<file path="src/rtl/pong_match_ctrl.sv">
// Match sequencer for Pong: frame-timed serve/point phases, scoring, rally speed-up.
// Optional PONG_AI_HANDICAP_EN lets the score margin override the AI paddle speed.
module pong_match_ctrl #(
    parameter int WIN_SCORE    = 7,
    parameter int SERVE_FRAMES = 60,
    parameter int POINT_FRAMES = 90,
    parameter int FAST_HITS    = 8
) (
    input  logic       clk,
    input  logic       reset,
    input  logic       frame_tick,
    input  logic       start_btn,
    input  logic       miss_left,
    input  logic       miss_right,
    input  logic       paddle_hit,
    output logic [2:0] state,
    output logic       paddle_en,
    output logic       ball_en,
    output logic       ball_center,
    output logic       serve_dir,
    output logic       player_speed,
    output logic       ai_speed,
    output logic [3:0] score_player,
    output logic [3:0] score_ai,
    output logic       winner
);
    typedef enum logic [2:0] {
        IDLE  = 3'd0,
        SERVE = 3'd1,
        PLAY  = 3'd2,
        POINT = 3'd3,
        OVER  = 3'd4
    } state_t;

    localparam logic [3:0] WIN_L      = 4'(WIN_SCORE);
    localparam logic [3:0] FAST_L     = 4'(FAST_HITS);
    localparam logic [7:0] SERVE_LAST = 8'(SERVE_FRAMES - 1);
    localparam logic [7:0] POINT_LAST = 8'(POINT_FRAMES - 1);

    state_t     cur, nxt;
    logic [7:0] cnt, cnt_nx;
    logic [3:0] rally, rally_nx;
    logic [3:0] sp_nx, sa_nx;
    logic       dir_nx, start_q, fast_nx, ai_nx;

    assign state = cur;

    always_comb begin
        nxt      = cur;
        cnt_nx   = cnt;
        rally_nx = rally;
        sp_nx    = score_player;
        sa_nx    = score_ai;
        dir_nx   = serve_dir;
        case (cur)
            IDLE: if (start_btn) begin
                nxt    = SERVE;
                sp_nx  = 4'd0;
                sa_nx  = 4'd0;
                dir_nx = 1'b0;
            end
            SERVE: if (frame_tick) begin
                if (cnt == SERVE_LAST) nxt = PLAY;
                else cnt_nx = cnt + 8'd1;
            end
            PLAY: begin
                if (paddle_hit && rally != 4'hf) rally_nx = rally + 4'd1;
                if (miss_left || miss_right) nxt = POINT;
                // a simultaneous double miss is a dead point: no score, serve side kept
                if (miss_right && !miss_left) begin
                    if (score_player != WIN_L) sp_nx = score_player + 4'd1;
                    dir_nx = 1'b1;
                end
                if (miss_left && !miss_right) begin
                    if (score_ai != WIN_L) sa_nx = score_ai + 4'd1;
                    dir_nx = 1'b0;
                end
            end
            POINT: if (frame_tick) begin
                if (cnt == POINT_LAST)
                    nxt = (score_player == WIN_L || score_ai == WIN_L) ? OVER : SERVE;
                else cnt_nx = cnt + 8'd1;
            end
            OVER: if (start_btn && !start_q) nxt = IDLE;
            default: nxt = IDLE;
        endcase
        // the tick that causes a transition is never counted in the new state
        if (nxt != cur) cnt_nx = 8'd0;
        if (nxt == SERVE && cur != SERVE) rally_nx = 4'd0;
        fast_nx = (rally_nx >= FAST_L);
        ai_nx   = fast_nx;
`ifdef PONG_AI_HANDICAP_EN
        if ({1'b0, sp_nx} >= {1'b0, sa_nx} + 5'd2)      ai_nx = 1'b1;
        else if ({1'b0, sa_nx} >= {1'b0, sp_nx} + 5'd2) ai_nx = 1'b0;
`endif
    end

    always_ff @(posedge clk or negedge reset) begin
        if (!reset) begin
            cur          <= IDLE;
            cnt          <= 8'd0;
            rally        <= 4'd0;
            score_player <= 4'd0;
            score_ai     <= 4'd0;
            serve_dir    <= 1'b0;
            start_q      <= 1'b0;
            paddle_en    <= 1'b0;
            ball_en      <= 1'b0;
            ball_center  <= 1'b1;
            player_speed <= 1'b0;
            ai_speed     <= 1'b0;
            winner       <= 1'b0;
        end else begin
            cur          <= nxt;
            cnt          <= cnt_nx;
            rally        <= rally_nx;
            score_player <= sp_nx;
            score_ai     <= sa_nx;
            serve_dir    <= dir_nx;
            start_q      <= start_btn;
            paddle_en    <= frame_tick && (cur == SERVE || cur == PLAY);
            ball_en      <= frame_tick && (cur == PLAY);
            ball_center  <= (nxt != PLAY);
            player_speed <= fast_nx;
            ai_speed     <= ai_nx;
            winner       <= (nxt == OVER) && (sa_nx == WIN_L);
        end
    end
endmodule
</file>
<file path="config.mk">
export PLATFORM = sky130hd
export DESIGN_NAME = pong_match_ctrl
export DESIGN_NICKNAME = d
export VERILOG_FILES = /design/src/rtl/pong_match_ctrl.sv
export SDC_FILE = /design/constraint.sdc
export NUM_CORES = 1
export LEC_CHECK = 0
export BUFFER_PORTS_ARGS = -buffer_cell sky130_fd_sc_hd__clkbuf_2
export CAP_MARGIN = 30
export CORE_ASPECT_RATIO = 1.75
export CORE_MARGIN = 4
export CORE_UTILIZATION = 51
export CTS_CLUSTER_SIZE = 40
export DETAILED_ROUTE_END_ITERATION = 7
export HOLD_SLACK_MARGIN = 0.06
export PLACE_DENSITY = 0.76
export SETUP_SLACK_MARGIN = 0.1
export SYNTH_ARGS = -nofsm -noshare
export SYNTH_HDL_FRONTEND = slang
export SYNTH_SLANG_ARGS = --single-unit
</file>
<file path="constraint.sdc">
create_clock -name clk -period 1.8 [get_ports clk]
set_input_delay 0.18 -clock clk [delete_from_list [all_inputs] [get_ports clk]]
set_output_delay 0.18 -clock clk [all_outputs]
set_load 0.005 [all_outputs]
</file>
==> results of run 1 <==
==> state kept, by name, indices dropped and copies added, names as in the netlist <==
name and cells:
score_player 4, rally 4, paddle_en 1, winner 1, serve_dir 1, state 3, ai_speed 1, score_ai 4
ball_center 1, ball_en 1, cnt 8, start_q 1
==> through the flow <==
| stage | total power, mW | TNS (ps) |
|---|---|---|
| 6_report | 2.66 | -8.20 |
| 4_1_cts | 2.58 | 0 |
| 2_1_floorplan | 1.51 | 0 |
| 5_1_grt | 2.85 | -492 |
| 3_3_place_gp | 1.81 | 0 |
| 3_5_place_dp | 1.86 | -39.6 |
==> worst min-delay path by stage <==
stage / slack, ps / end
after floorplan: -120 / ai_speed
after global placement: 260 / rally[2]
after detailed placement: 270 / rally[1]
after CTS: 100 / start_q
after global routing: 110 / start_q
final: 100 / start_q
==> logic make-up (layout without fill, tap and decap cells) <==
group / Yosys count / count (layout) / synth area share, %
mux: 3 / 3 / 1.94
simple gates: 74 / 74 / 23.4
flops: 30 / 30 / 43.1
compound gates: 40 / 40 / 17.6
xor+xnor: 8 / 8 / 4.01
fa+ha+maj: 8 / 8 / 5.73
buf+inv: 13 / 61 / 4.16
==> cell usage after synthesis, drive strengths merged, types with 2 or more instances <==
master	count
nor3b	2
or3	2
nor2	22
nand3	6
and3	6
o21ai	8
a21oi	7
and4b	2
and3b	5
o211ai	2
nand4	7
a211oi	3
inv	6
mux2	3
nand2	14
a22oi	2
dfrtp	29
ha	8
a21boi	2
xor2	4
o2111ai	2
xnor2	4
a22o	7
buf	7
==> worst max-delay path: stages, from the launching register on <==
cell	delay, ps
sky130_fd_sc_hd__dfrtp_1	390
sky130_fd_sc_hd__ha_2	200
sky130_fd_sc_hd__and3b_2	240
sky130_fd_sc_hd__nor2b_1	300
sky130_fd_sc_hd__nor2_1	90
sky130_fd_sc_hd__a221o_1	290
sky130_fd_sc_hd__and4b_1	180
==> power groups by stage <==
stage                     Clock [mW]  Sequential [mW]  Combinational, mW
after floorplan                    0            0.928              0.585
after global placement             0            0.921              0.884
after detailed placement           0            0.934              0.929
after CTS                      0.659            0.920              0.999
after global routing           0.699            0.947               1.20
final                          0.646            0.925               1.08
==> cell type report <==
cell class / instances / area (um2) / share of cell area (%)
sequential: 30 / 752 / 34.1
tap: 43 / 53.8 / 2.44
timing repair buffer: 47 / 295 / 13.4
clock buffer: 7 / 76.3 / 3.46
multi-input combinational: 133 / 977 / 44.3
clock inverter: 1 / 30.0 / 1.36
inverter: 6 / 22.5 / 1.02
==> cells in the final DEF (no fill, tap or decap), types with 3 or more instances in the layout <==
master                     count
sky130_fd_sc_hd__a22o_1        7
sky130_fd_sc_hd__xnor2_1       4
sky130_fd_sc_hd__buf_4        22
sky130_fd_sc_hd__xor2_1        4
sky130_fd_sc_hd__a21oi_1       4
sky130_fd_sc_hd__and3b_2       4
sky130_fd_sc_hd__mux2_2        3
sky130_fd_sc_hd__a21oi_2       3
sky130_fd_sc_hd__o21ai_0       6
sky130_fd_sc_hd__nand2_1      13
sky130_fd_sc_hd__and3_1        5
sky130_fd_sc_hd__inv_1         6
sky130_fd_sc_hd__ha_1          6
sky130_fd_sc_hd__nand4_1       7
sky130_fd_sc_hd__dfrtp_1      29
sky130_fd_sc_hd__nand3_1       6
sky130_fd_sc_hd__nor2_1       20
sky130_fd_sc_hd__clkbuf_8      5
sky130_fd_sc_hd__clkbuf_2     24
==> layer usage <==
metal / global-route usage, % / part of all wire [%] / vias up
li1: - / - / 737
met1: 23.4 / 38 / 764
met2: 35.7 / 56 / 37
met3: 3.16 / 3.2 / 12
met4: 9.30 / 2.9 / 0
met5: 0 / 0 / -
==> repair_timing <==
action / in CTS / in global routing
setup endpoints to repair: 14 / 15
hold buffers: 1 / 0
pin swaps: 6 / 15
setup buffers: 2 / 5
gates resized for setup: 6 / 11
endpoints found under the hold margin: 29 / 0
==> metrics, run 1 <==
portion of total power attributed to sequential cells 34.8%; Min-Delay Startpoint start_btn; post-detailed-placement cell area 0.00199 mm2; share of async-settable or async-resettable flops after synthesis 100%; Port-buffer cells 24; Post-Route Utilization 68.8%; Critical R2R Launch score_ai[1]; setup slack after placement -39.6 ps; clock network latency to the later pin of the worst-skew pair 280 ps; internal power 1.73 mW; number of placement rows 27; final hold viol count 0; final design instance area without fill 0.00221 mm2; Required @ worst endpoint 1960 ps; syn_area_per_cell 9.92 um2; area share of the largest cell type after synthesis 41.6%; height of the chip 85.4 um; fillcell total 259; largest net degree at the start of global routing 31; Post-synth top flop sky130_fd_sc_hd__dfrtp_1; number of violations of the max-capacitance limit 0; Seq cells post-synth 30; total number of vias 1550; Worst-path clk slew 60 ps; drt first pass iters 4; Sw Share 34.8%; total wire length after detailed routing 4100 um; Setup CP Type reg2reg; Clk network pwr share 24.3%; result of the run finished with violations; via/cell ratio 5.81; post-synthesis instance area 0.00175 mm2; maximum clock frequency 553 MHz; Yosys top cell by area sky130_fd_sc_hd__dfrtp_1; worst setup skew after layout 4.04 ps; count of yosys warnings during synthesis 0; sink count of the clock tree 30; hpwl dp 3040 um; number of nets in the layout 238; number of global-route vias before repair 1566; setup repair after global routing missed its margin yes; first-pass GRT wire length 7010 um; launch point of the critical path score_ai[1]; final hold slack 99.9 ps; CTS tree done; Antenna Cells 0; All-Layer GR Usage 20.4%; Unique masters post-synth 48; number of standard cells in the layout, taps in and fillers out 267; number of instances on the worst hold path 1; area of the die 0.00446 mm2; Crit Path Max Fanout 4; setup ws final -8.20 ps; element type at the critical path end register; initial antenna violation count 0; power density cells 1200 mW/mm2; global route total overflow 0; internal reg-to-reg setup slack -8 ps; dpl cells 251; Initial DRC Count 39; largest voltage drop on the vdd net 0.846 mV; ranking of synthesized cells by area sky130_fd_sc_hd__dfrtp_1 (42%), sky130_fd_sc_hd__ha_1 (5.7%), sky130_fd_sc_hd__nor2_1 (4.7%); count of flip-flops with a built-in enable after synthesis 0; root buf cell sky130_fd_sc_hd__clkbuf_8; initial cell density of the core 54.4%; clock tree buffer depth 2; Final Wtd Congestion 0.825; Register-to-Register Path Depth 6; Wirelength per Cell 15.3 um; headroom to the max-slew limit 50.7%; Critical Path End winner; fin crit period 1810 ps; net load switching power 925 uW; Chip Width 52.2 um; H-tree levels 2; Remaining DRCs 0; fraction of the yosys area taken by sequential cells 43.1%; number of clock buffers inserted by TritonCTS 5; share of final-layout standard cells stronger than drive strength 1 35.3%; violations in the final reports negative setup slack; final count of negative-setup-slack endpoints 1; share of the clock period used by the worst path after layout 100%; Mapped Nets 191; class of the tightest hold or removal check in2reg; area added between synthesis and finish 26.5%; endpoint arrival time on the critical path 1970 ps; Gate power share 40.8%; Static Leak 1.04 nW; cell count after synthesis 176; Ports 25; worst r2r dst winner; remaining antenna violation count 0; pins over their slew limit 0; startpoint type of the worst setup path register; area inside the core boundary 0.00321 mm2; Worst Tran Pin Value 739 ps
No activity file was read; power rests on OpenSTA's default activity.
==> run 2: changes to the inputs <==
ABC_AREA = 1   (was unset)
==> run 2 against run 1 <==
  * The flow now finishes without violations
  * Worst hold slack gained 150 ps
  * First-iteration DRC count is 21% lower
  * Clock power is 11% lower
  * Area after synthesis increased by 2.2%
  * Utilization decreased by 1.3 points
  * Setup slack gained 180 ps
  * Wire length is 5.3% lower
  * Flip-flop and latch count did not move
  * Total power down 37%
  * Critical path type unchanged
  * Largest cell class unchanged
  * Largest power group is now registers
==> metrics, run 2 <==
Final Wtd Congestion 0.889 (+7.8%); final hold viol count 0 (unchanged); Setup CP Type reg2reg; area share of the largest cell type after synthesis 40.7% (-0.90 points); ranking of synthesized cells by area sky130_fd_sc_hd__dfrtp_1 (41%), sky130_fd_sc_hd__nand2_1 (8.6%), sky130_fd_sc_hd__inv_1 (6.1%); Hold Crit Endpoint ball_en; final count of negative-setup-slack endpoints 0 (-1); Clk network pwr share 34.0% (+9.7 points); number of violations of the max-capacitance limit 0 (unchanged); syn_area_per_cell 8.00 um2 (-19%); element type at the critical path end register; most used cells in the layout excluding fill and tap cells sky130_fd_sc_hd__nand2_1 (37), sky130_fd_sc_hd__dfrtp_1 (25), sky130_fd_sc_hd__clkbuf_2 (24), sky130_fd_sc_hd__inv_1 (23), sky130_fd_sc_hd__nor2_1 (18); Post-Route Utilization 67.4% (-1.3 points); net load switching power 512 uW (-45%); setup ws final 174 ps (+182 ps); remaining antenna violation count 0 (unchanged); Unique masters post-synth 29 (-40%); initial antenna violation count 0 (unchanged); height of the chip 86.2 um (+1.0%); most frequent standard cell in the layout excluding fill and tap cells sky130_fd_sc_hd__nand2_1; power density cells 742 mW/mm2 (-38%); headroom to the max-slew limit 51.5% (+0.77 points); count of flip-flops with a built-in enable after synthesis 0 (unchanged); worst r2r dst cnt[4]; internal power 1.17 mW (-32%); portion of total power attributed to sequential cells 47.0% (+12 points); final design instance area without fill 0.00227 mm2 (+2.8%); Mapped Nets 238 (+25%); hpwl dp 2830 um (-6.8%); root buf cell sky130_fd_sc_hd__clkbuf_8; clock tree buffer depth 2 (unchanged); leading post-synthesis cells by instance count sky130_fd_sc_hd__nand2_1 (41), sky130_fd_sc_hd__dfrtp_1 (29), sky130_fd_sc_hd__inv_1 (29); Sw Share 30.4% (-4.4 points); area inside the core boundary 0.00336 mm2 (+4.8%); via/cell ratio 5.00 (-14%); Total Neg Setup Slack 0 ps (+8.20 ps); setup repair after global routing missed its margin yes; Initial DRC Count 31 (-21%); clock network latency to the later pin of the worst-skew pair 290 ps (about the same); first-pass GRT wire length 6600 um (-5.8%); initial cell density of the core 53.1% (-1.3 points); count of yosys warnings during synthesis 0 (unchanged); share of final-layout standard cells stronger than drive strength 1 37.3% (+2.0 points); maximum clock frequency 615 MHz (+11%); share of async-settable or async-resettable flops after synthesis 100% (unchanged); Static Leak 1.04 nW (-0.79%); Antenna Cells 0 (unchanged); Worst Tran Pin Value 727 ps (-11.6 ps); Register-to-Register Path Depth 11 (+5); number of nets in the layout 277 (+16%); startpoint type of the worst setup path register; library cell contributing the largest single delay on the critical path sky130_fd_sc_hd__dfrtp_2; Ports 25 (unchanged); sink count of the clock tree 30 (unchanged); dpl cells 295 (+18%); number of global-route vias before repair 1517 (-3.1%); Critical R2R Launch cnt[1]; crit-path most repeated cell sky130_fd_sc_hd__nor2_2; Yosys top cell by area sky130_fd_sc_hd__dfrtp_1; Min-Delay Startpoint frame_tick; total number of vias 1539 (-0.71%); ordered cell list for the critical path inv_2, ha_4, inv_2, nor2_4, nand3_4, nor2_2, nor2_1, nor2_1, nor2_2, nand2_4, nor2_2; number of instances on the worst hold path 3 (+2); worst setup skew after layout 3.31 ps (-0.727 ps); Chip Width 52.7 um (+0.94%); final hold slack 249 ps (+149 ps); CTS tree done; number of placement rows 28 (+3.7%); largest voltage drop on the vdd net 0.557 mV (-34%); area of the die 0.00455 mm2 (+1.9%); Wirelength per Cell 12.6 um (-18%); pins over their slew limit 0 (unchanged); share of the clock period used by the worst path after layout 90.4% (-10 points); area taken by multi-input logic gates 0.00102 mm2 (+4.1%); cell with the most instances after synthesis sky130_fd_sc_hd__nand2_1; number of clock buffers inserted by TritonCTS 5 (unchanged); Required @ worst endpoint 1980 ps (+20 ps); H-tree levels 2 (unchanged); setup slack after placement 76.6 ps (+116 ps); fraction of the yosys area taken by sequential cells 42.1% (-0.94 points); global route total overflow 0 (unchanged); Post-synth top flop sky130_fd_sc_hd__dfrtp_1; endpoint arrival time on the critical path 1800 ps (-170 ps); total power after layout 1.68 mW (-37%); All-Layer GR Usage 19.8% (-0.58 points); drt first pass iters 4 (unchanged); largest net degree at the start of global routing 31 (unchanged); Remaining DRCs 0 (unchanged); max reg flops 8 (unchanged); result of the run completed; internal reg-to-reg setup slack 170 ps (+180 ps); post-synthesis instance area 0.00178 mm2 (+2.2%); total wire length after detailed routing 3880 um (-5.3%); area of all sequential standard cells 757 um2 (+0.67%); delay of the slowest cell on the worst path 450 ps (+60 ps); Gate power share 19.0% (-22 points); fin crit period 1630 ps (-182 ps); fillcell total 299 (+15%); Seq cells post-synth 30 (unchanged); post-detailed-placement cell area 0.00199 mm2 (+0.31%); Crit Path Max Fanout 8 (+4); Worst-path clk slew 70 ps (about the same); register with the most flip-flops cnt; cell count after synthesis 223 (+27%); Port-buffer cells 24 (unchanged); area added between synthesis and finish 27.1%; class of the tightest hold or removal check in2reg; number of standard cells in the layout, taps in and fillers out 308 (+15%)
[run 2: cell types whose count changed after synthesis, sizes merged, moves of 4 or more]
cell   change
nand2     +33
inv       +27
nand3     +15
nor2      +12
a21oi      +7
a22o       -7
and3b      -5
and3       -4
buf        -4
nand4      -4
[run 2: final cells by class]
cell class | count | share of cell area [%]
Multi-Input combinational cell | 157 | 44.8
Sequential cell | 30 | 33.4
Inverter | 33 | 5.57
Clock buffer | 7 | 3.81
Timing Repair Buffer | 35 | 9.71
Clock inverter | 1 | 0.221
Tap cell | 45 | 2.48
[run 2: per-layer routing]
metal  vias up  GRT usage (%)  share of wire [%]
li1        788              -                  -
met1       719           21.3                 38
met2        22           35.1                 57
met3        10           3.10                2.5
met4         0           11.4                3.0
met5         -              0                  0
[run 2: power by group through the flow]
| stage | clock [mW] | sequential [mW] | combinational [mW] |
|---|---|---|---|
| final | 0.572 | 0.790 | 0.320 |
| after global routing | 0.608 | 0.798 | 0.372 |
| after CTS | 0.576 | 0.768 | 0.277 |
| after detailed placement | 0 | 0.781 | 0.272 |
| after global placement | 0 | 0.778 | 0.270 |
| after floorplan | 0 | 0.777 | 0.180 |
[run 2: critical path, delay by kind of cell, from the launching register on]
kind	cells	cell delay (ps)
buffers and inverters	2	120
DFF	1	450
adders and majority gates	1	120
and+or+nand+nor	8	820
[run 2: cells by family after synthesis]
kind of cell    synth area share, %
buf+inv                        8.27
flops                          42.1
xor+xnor                       3.93
compound gates                 9.68
simple gates                   30.4
fa+ha+maj                      5.61
[run 2: what timing repair did]
item                       CTS  global route
hold endpoints to repair    30             0
setup endpoints to repair    8            12
buffers inserted             1             2
pin swaps                    2            15
hold buffers                 2             0
gates resized for setup      1            39
gates cloned                 0             0
[run 2: how the worst max path moves through the flow]
| stage | start | to |
|---|---|---|
| after floorplan | score_ai[0] | cnt[3] |
| after global placement | score_ai[1] | cnt[2] |
| after detailed placement | score_ai[1] | cnt[2] |
| after CTS | cnt[1] | cnt[2] |
| after global routing | cnt[2] | cnt[4] |
| final | cnt[1] | cnt[4] |
==> run 3: changes to the inputs <==
--- a/config.mk
+++ b/config.mk
@@ -12,3 +12,3 @@
 export CORE_MARGIN = 4
-export CORE_UTILIZATION = 51
+export CORE_UTILIZATION = 30
 export CTS_CLUSTER_SIZE = 40
@@ -16,3 +16,3 @@
 export HOLD_SLACK_MARGIN = 0.06
-export PLACE_DENSITY = 0.76
+export PLACE_DENSITY = 0.5
 export SETUP_SLACK_MARGIN = 0.1
==> constraint.sdc (replaced) <==
create_clock -name clk -period 1.8 [get_ports clk]
set_input_delay 0.36 -clock clk [delete_from_list [all_inputs] [get_ports clk]]
set_output_delay 0.36 -clock clk [all_outputs]
set_load 0.005 [all_outputs]
==> run 3 against run 2 <==
  * Sequential share of layout area shrank 1.2 points
  * Via count is 3.7% higher
  * Largest cell class unchanged
  * Critical endpoint is now cnt[0]
  * Die area grew 60%
  * Wire length up 14%
  * Setup slack worse by 49 ps
  * Combinational power increased by 17%
  * Largest power group unchanged
  * Critical path type unchanged
  * Utilization fell by 26 points
==> metrics, run 3 (same netlist as run 2, synthesis figures left out) <==
result of the run completed; setup repair after global routing missed its margin yes; Worst Tran Pin Value 434 ps (-293 ps); Static Leak 1.10 nW (+6.1%); register with the most flip-flops cnt; height of the chip 110 um (+28%); share of final-layout standard cells stronger than drive strength 1 37.0% (-0.27 points); Ports 25 (unchanged); most frequent standard cell in the layout excluding fill and tap cells sky130_fd_sc_hd__nand2_1; setup slack after placement 76.3 ps (-0.280 ps); total power after layout 1.71 mW (+1.5%); Crit Path Max Fanout 8 (unchanged); CTS tree done; element type at the critical path end register; most used cells in the layout excluding fill and tap cells sky130_fd_sc_hd__nand2_1 (37), sky130_fd_sc_hd__dfrtp_1 (28), sky130_fd_sc_hd__inv_1 (25), sky130_fd_sc_hd__clkbuf_2 (24), sky130_fd_sc_hd__buf_4 (21); largest voltage drop on the vdd net 0.361 mV (-35%); Worst-path clk slew 70 ps (about the same); area of the die 0.00729 mm2 (+60%); internal power 1.19 mW (+1.2%); hpwl dp 3260 um (+15%); number of placement rows 36 (+29%); final hold slack 86.8 ps (-162 ps); remaining antenna violation count 0 (unchanged); Clk network pwr share 33.1% (-0.9 points); pins over their slew limit 0 (unchanged); area inside the core boundary 0.00568 mm2 (+69%); worst setup skew after layout 6.80 ps (+3.49 ps); number of standard cells in the layout, taps in and fillers out 349 (+13%); net load switching power 522 uW (+2.0%); clock tree buffer depth 2 (unchanged); Register-to-Register Path Depth 11 (unchanged); Port-buffer cells 24 (unchanged); Setup CP Type reg2reg; power density cells 729 mW/mm2 (-1.7%); drt first pass iters 4 (unchanged); Remaining DRCs 0 (unchanged); internal reg-to-reg setup slack 120 ps (-50 ps); number of violations of the max-capacitance limit 0 (unchanged); max reg flops 8 (unchanged); number of clock buffers inserted by TritonCTS 5 (unchanged); endpoint arrival time on the critical path 1850 ps (+50 ps); startpoint type of the worst setup path register; root buf cell sky130_fd_sc_hd__clkbuf_8; total number of vias 1596 (+3.7%); final count of negative-setup-slack endpoints 0 (unchanged); Antenna Cells 0 (unchanged); initial cell density of the core 31.4% (-22 points); first-pass GRT wire length 6910 um (+4.7%); Total Neg Setup Slack 0 ps (unchanged); post-detailed-placement cell area 0.00206 mm2 (+3.2%); Critical R2R Launch cnt[1]; area added between synthesis and finish 31.2%; Post-Route Utilization 41.2% (-26 points); maximum clock frequency 597 MHz (-2.9%); dpl cells 331 (+12%); Initial DRC Count 74 (+140%); fin crit period 1680 ps (+49.4 ps); global route total overflow 0 (unchanged); Sw Share 30.6% (+0.16 points); H-tree levels 2 (unchanged); Required @ worst endpoint 1970 ps (about the same); total wire length after detailed routing 4410 um (+14%); final hold viol count 0 (unchanged); sink count of the clock tree 30 (unchanged); share of the clock period used by the worst path after layout 93.1% (+2.7 points); Wirelength per Cell 12.6 um (+0.28%); portion of total power attributed to sequential cells 45.0% (-2.0 points); number of global-route vias before repair 1543 (+1.7%); number of nets in the layout 287 (+3.6%); clock network latency to the later pin of the worst-skew pair 280 ps (about the same); Final Wtd Congestion 0.757 (-15%); via/cell ratio 4.57 (-8.5%); All-Layer GR Usage 12.5% (-7.3 points); headroom to the max-slew limit 70.8% (+19 points); final design instance area without fill 0.00234 mm2 (+3.2%); class of the tightest hold or removal check in2async; initial antenna violation count 0 (unchanged); Gate power share 21.9% (+2.9 points); largest net degree at the start of global routing 31 (unchanged); setup ws final 124 ps (-49.4 ps); worst r2r dst cnt[0]; count of hold buffers inserted by post-cts repair 0 (-2); Chip Width 66.3 um (+26%)
[run 3: cell count changes in the layout (fill, tap and decap cells not counted), sizes merged]
cell	before	now
buf	9	21
dlygate4sd3	2	0
[run 3: how the worst max path moves through the flow]
stage                  end  slack [ps]        start  depth (start not counted)
floorplan           cnt[3]         210  score_ai[0]                         12
global placement    cnt[0]         100  score_ai[1]                         12
detailed placement  cnt[0]          80  score_ai[1]                         12
CTS                 cnt[7]         110     state[0]                         10
global route        cnt[0]          30       cnt[1]                         11
finish              cnt[0]         120       cnt[1]                         11
[run 3: layout make-up]
cell class / count / area, um2
fill: 605 / 3330
multi-input combinational: 157 / 997
sequential: 30 / 753
timing repair buffer: 45 / 278
inverter: 33 / 126
tap: 76 / 95.1
clock buffer: 7 / 86.3
clock inverter: 1 / 5.00
[run 3: power groups by stage]
stage / Combinational, mW / Clock (mW) / Sequential, mW
floorplan: 0.180 / 0 / 0.777
global placement: 0.304 / 0 / 0.778
detailed placement: 0.305 / 0 / 0.779
CTS: 0.307 / 0.581 / 0.766
global route: 0.421 / 0.599 / 0.773
finish: 0.374 / 0.565 / 0.768
[run 3: per-layer routing]
layer,track usage (%),routed length [um],vias to the layer above,share of wire [%]
met5,0,0,-,0
met4,5.67,132,0,3.0
met3,2.54,165,10,3.7
met2,23.2,2370,34,54
met1,13.2,1740,741,39
li1,-,-,811,-
[run 3: repair_timing]
| action | CTS | global route |
|---|---|---|
| pin swaps | 2 | 12 |
| setup endpoints to repair | 8 | 13 |
| hold endpoints to repair | 0 | 0 |
| setup buffers | 0 | 10 |
| gates resized for setup | 1 | 32 |
[run 3: worst max-delay path, cell delays in order (launching register included)]
cell and delay (ps):
sky130_fd_sc_hd__dfrtp_1 410, sky130_fd_sc_hd__inv_1 70, sky130_fd_sc_hd__ha_1 130, sky130_fd_sc_hd__inv_1 70, sky130_fd_sc_hd__nor2_4 130, sky130_fd_sc_hd__nand3_2 130, sky130_fd_sc_hd__o21ai_4 210, sky130_fd_sc_hd__nand2_4 80
sky130_fd_sc_hd__nand2_2 80, sky130_fd_sc_hd__nand2_4 70, sky130_fd_sc_hd__nand2_8 130, sky130_fd_sc_hd__nor2_4 50
